--- src/rtl/rr_arb_client.sv ---
// Requester-side agent for the round-robin arbiter: turns burst commands into
// req/grant handshakes and monitors grant wait time and protocol violations.
module rr_arb_client #(
   parameter int unsigned LEN_W    = 4,
   parameter int unsigned WAIT_W   = 8,
   parameter int unsigned MAX_WAIT = 3
) (
   input  logic              clk,
   input  logic              rst_n,
   input  logic              cmd_valid,
   output logic              cmd_ready,
   input  logic [LEN_W-1:0]  cmd_len,
   output logic              req,
   input  logic              grant,
   output logic              beat,
   output logic              done,
   output logic              busy,
   output logic [WAIT_W-1:0] max_wait,
   output logic              starve_err,
   output logic              proto_err,
   input  logic              clr_err
);

   typedef enum logic {IDLE, ACTIVE} st_t;

   st_t               st, st_nxt;
   logic [LEN_W-1:0]  rem, rem_nxt;
   logic              req_q;
   logic              done_q, done_nxt;
   logic [WAIT_W-1:0] wait_cnt, wait_nxt;
   logic [WAIT_W-1:0] max_wait_q;
   logic              starve_q, proto_q;
   logic              legal, illegal;

   always_comb begin
      st_nxt   = st;
      rem_nxt  = rem;
      done_nxt = 1'b0;
      wait_nxt = wait_cnt;
      legal    = grant && req_q && (st == ACTIVE);
      illegal  = grant && !legal;
      // req_q counts the one grant already in flight, so rem = 1 never
      // requests twice and no surplus grant can be provoked.
      req      = (st == ACTIVE) && (rem > LEN_W'(req_q));

      case (st)
         IDLE: begin
            if (cmd_valid) begin
               if (cmd_len == '0) begin
                  done_nxt = 1'b1;
               end else begin
                  rem_nxt = cmd_len;
                  st_nxt  = ACTIVE;
               end
            end
         end
         ACTIVE: begin
            if (legal) begin
               rem_nxt = rem - LEN_W'(1);
               if (rem == LEN_W'(1)) begin
                  st_nxt   = IDLE;
                  done_nxt = 1'b1;
               end
            end
         end
         default: st_nxt = IDLE;
      endcase

      if (legal) begin
         wait_nxt = '0;
      end else if (req_q && !grant && (wait_cnt != '1)) begin
         wait_nxt = wait_cnt + WAIT_W'(1);
      end
   end

   always_ff @(posedge clk or negedge rst_n) begin
      if (!rst_n) begin
         st       <= IDLE;
         rem      <= '0;
         req_q    <= 1'b0;
         done_q   <= 1'b0;
         wait_cnt <= '0;
      end else begin
         st       <= st_nxt;
         rem      <= rem_nxt;
         req_q    <= req;
         done_q   <= done_nxt;
         wait_cnt <= wait_nxt;
      end
   end

   always_ff @(posedge clk or negedge rst_n) begin
      if (!rst_n) begin
         max_wait_q <= '0;
         starve_q   <= 1'b0;
         proto_q    <= 1'b0;
      end else if (clr_err) begin
         max_wait_q <= '0;
         starve_q   <= 1'b0;
         proto_q    <= 1'b0;
      end else begin
         if (wait_cnt > max_wait_q)
            max_wait_q <= wait_cnt;
         if (32'(wait_cnt) > MAX_WAIT)
            starve_q <= 1'b1;
         if (illegal)
            proto_q <= 1'b1;
      end
   end

   assign cmd_ready  = (st == IDLE);
   assign busy       = (st == ACTIVE);
   assign beat       = legal;
   assign done       = done_q;
   assign max_wait   = max_wait_q;
   assign starve_err = starve_q;
   assign proto_err  = proto_q;

endmodule

--- config.mk ---
export PLATFORM = sky130hd
export DESIGN_NAME = rr_arb_client
export DESIGN_NICKNAME = d
export VERILOG_FILES = /design/src/rtl/rr_arb_client.sv
export SDC_FILE = /design/constraint.sdc
export NUM_CORES = 1
export LEC_CHECK = 0
export ABC_AREA = 0
export CAP_MARGIN = 25
export CORE_MARGIN = 10
export CORE_UTILIZATION = 35
export CTS_CLUSTER_SIZE = 10
export DETAILED_ROUTE_END_ITERATION = 6
export PLACE_DENSITY = 0.68
export SETUP_SLACK_MARGIN = 0.05
export SYNTH_ARGS = -nofsm -noshare
export SYNTH_HDL_FRONTEND = slang
export SYNTH_SLANG_ARGS = --single-unit
--- constraint.sdc ---
create_clock -name clk -period 3.1 [get_ports clk]
set_input_delay 0.31 -clock clk [delete_from_list [all_inputs] [get_ports clk]]
set_output_delay 0.31 -clock clk [all_outputs]
set_load 0.005 [all_outputs]
==> results.yml <==
layout:
  seqCellArea_um2: 625.6
  layout.nets: 189
  drive_above_1_share_pct: 5.988
  diodes: 0
  post-route-util_pct: 44.55
  final_area_um2: 1769
  n_fill_cell: 387
  syn_to_final_growth_pct: 23.60
  multi_input_area_um2: 745.7
sta:
  fin_crit_ns: 2.272
  hold_slack_ns: 0.4071
  max_slew.worst_pin.slew_ns: 0.5232
  final.setup.tns_ns: 0
  rsz0062_at_grt: "false"
  slew_headroom_pct: 65.05
  fin_skew_ns: 0.001713
  slew_viol_final: 0
  hold_viol: 0
  max_freq_mhz: 440.1
  setup_viol: 0
  fin_crit_sh_pct: 73.29
placed_design:
  gp_congestion: 0.8657
  port_buffers: 23
  placed_area_um2: 1724
  dp_hpwl_um: 2426
cts:
  cts_sinks: 25
  clk_pin_slew_ns: 0.09
  clockRootBuffer: "clkbuf_8"
  cts_resized: 0
  ctsHoldBuffers: 0
  tritoncts: "built"
  htree_levels: 1
  cts_buffers: 3
  max-clock-path-buffers: 2
  post_cts_buffers: 0
  insertion_delay_ns: 0.26
grt:
  grt_max_degree: 26
  grt_pass1_vias: 1208
  antenna_found_initial: 0
  grt-ovfl-total: 0
  grtUsageTotal_pct: 9.205
  grt_pass1_wl_um: 5575
synthesis:
  yosysMostFrequentCell: "dfrtp_1"
  yosysTopAreaCell: "dfrtp_1"
  synthDistinctLibCells: 39
  syn_nets: 162
  yosys_warnings: 0
  synth_edf_count: 0
  async_reset_ff_share_pct: 100.0
  ys_ff_latch: 25
  synth.yosys.seq_area_share_pct: 43.71
  postSynthAreaPerCell_um2: 10.15
  syn_area_um2: 1431
  ys.flop_type: "dfrtp_1"
  yosys-top-cells-count: "dfrtp_1, inv_1, ha_1, nor2_1, nand2_1"
  synth_top_area_share_pct: 43.71
  netlist_instances: 141
  synthTopCellsByArea: "dfrtp_1, ha_1, a22o_1"
die:
  dieHeight_um: 83.95
  die-area_um2: 7048
  core_area_um2: 3971
  rows: 23
  die_x_um: 83.95
  io_pins: 24
  initial_core_util_pct: 36.04
route:
  drtPass1Iterations: 4
  detail_route.wl_per_cell_um: 14.51
  route.detailed.drc: 0
  antenna_left: 0
  drtIter0Drc: 42
  vias: 1140
  viasPerCell: 5.253
  routed_wirelength_um: 3148
critical_path:
  critPathRequiredTime_ns: 2.79
  endpoint_kind: "output pin"
  cpPeakStageDelay_ns: 0.60
  worstPathCellList: "clkdlybuf4s50_1 -> nand3_1 -> inv_1 -> clkdlybuf4s50_1"
  slowest_stage: "clkdlybuf4s50_1"
  arrival_ns: 1.96
  r2r_start: "wait_cnt[5]"
  cpMostUsedCell: "clkdlybuf4s50_1"
  cp-start-kind: "input port"
  startpoint: "grant"
  cp_max_fo: 15
  crit_type: "in2out"
power:
  powerDensity_nw_per_um2: 648.2
  ir_drop_v: 0.0003512
  p_leak_uw: 0.0007486
run_status:
  status: "completed"
worst_hold_path:
  hp-class: "in2async"
run:
  drv_cap: 0
==> per-layer routing <==
layer | global-route usage, % | part of all wire [%]
met4 | 2.435 | 1.4
met3 | 3.711 | 7.8
met5 | 0 | 0
met2 | 15.89 | 45
met1 | 10.16 | 46
==> worst max-delay path: cells and delay by family <==
family | cells | cell delay, ns
and+or+nand+nor | 1 | 0.12
buffers and inverters | 3 | 1.53
==> path summary, 6_finish.rpt <==
kind	endpoint	slack [ns]	cells after the start
worst max-delay path	beat	0.83	4
worst min-delay path	max_wait[2]	0.41	2
worst max register to register	max_wait[3]	1.18	5
worst min register to register	proto_err	0.51	2
max in group asynchronous	busy	2.45	2
min in group clk	proto_err	0.51	2
==> per-stage QoR <==
stage / worst slack (ns) / total power, uW / instances
after floorplan: 1.366 / 778.3 / 141
after global placement: 0.9028 / 939.9 / 213
after detailed placement: 0.8454 / 961.6 / 213
after CTS: 0.8219 / 1163 / 217
after global routing: 0.6961 / 1241 / 217
final: 0.8280 / 1147 / 217
==> report_power, final <==
part           total, uW  internal (uW)  leakage, uW  switching [uW]
registers            457            388     0.000328            69.0
clock network        192           91.8    0.0000228            99.9
logic                498            232     0.000397             265
total               1150            712     0.000749             434
==> layout by cell type, fill, tap and decap left out, types with 2 or more instances in the layout <==
master           count
nor3_1               6
o21ai_0              3
nand4_1              2
o21a_1               2
nand2b_1             2
nor2_1              12
mux2i_1              2
xor2_1               2
nand3_1              6
a22o_1               7
a211oi_1             4
nand2_1              8
nor3b_1              2
xnor2_1              4
dfrtp_1             25
a21oi_1              6
ha_1                12
nor4_1               2
clkbuf_8             3
clkdlybuf4s50_1     23
inv_1               14
==> registers in the layout, indices dropped and copies added (netlist names) <==
name / count
done: 1
max_wait: 8
proto_err: 1
wait_cnt: 8
busy: 1
rem: 4
starve_err: 1
req_q: 1
==> kinds of logic after synthesis <==
| kind of cell | after synthesis | share of synthesized area (%) |
|---|---|---|
| fa+ha+maj | 12 | 10.49 |
| compound gates | 33 | 18.97 |
| flops | 25 | 43.71 |
| simple gates | 47 | 17.57 |
| xor+xnor | 6 | 3.671 |
| mux | 2 | 1.399 |
| buf+inv | 16 | 4.195 |
==> layout make-up <==
| type | count | share of cell area [%] |
|---|---|---|
| Multi-Input combinational cell | 100 | 42.15 |
| Tap cell | 50 | 3.536 |
| Inverter | 14 | 2.970 |
| Sequential cell | 25 | 35.36 |
| Timing Repair Buffer | 24 | 13.44 |
| Clock buffer | 4 | 2.546 |
(Power assumes the default switching activity.)
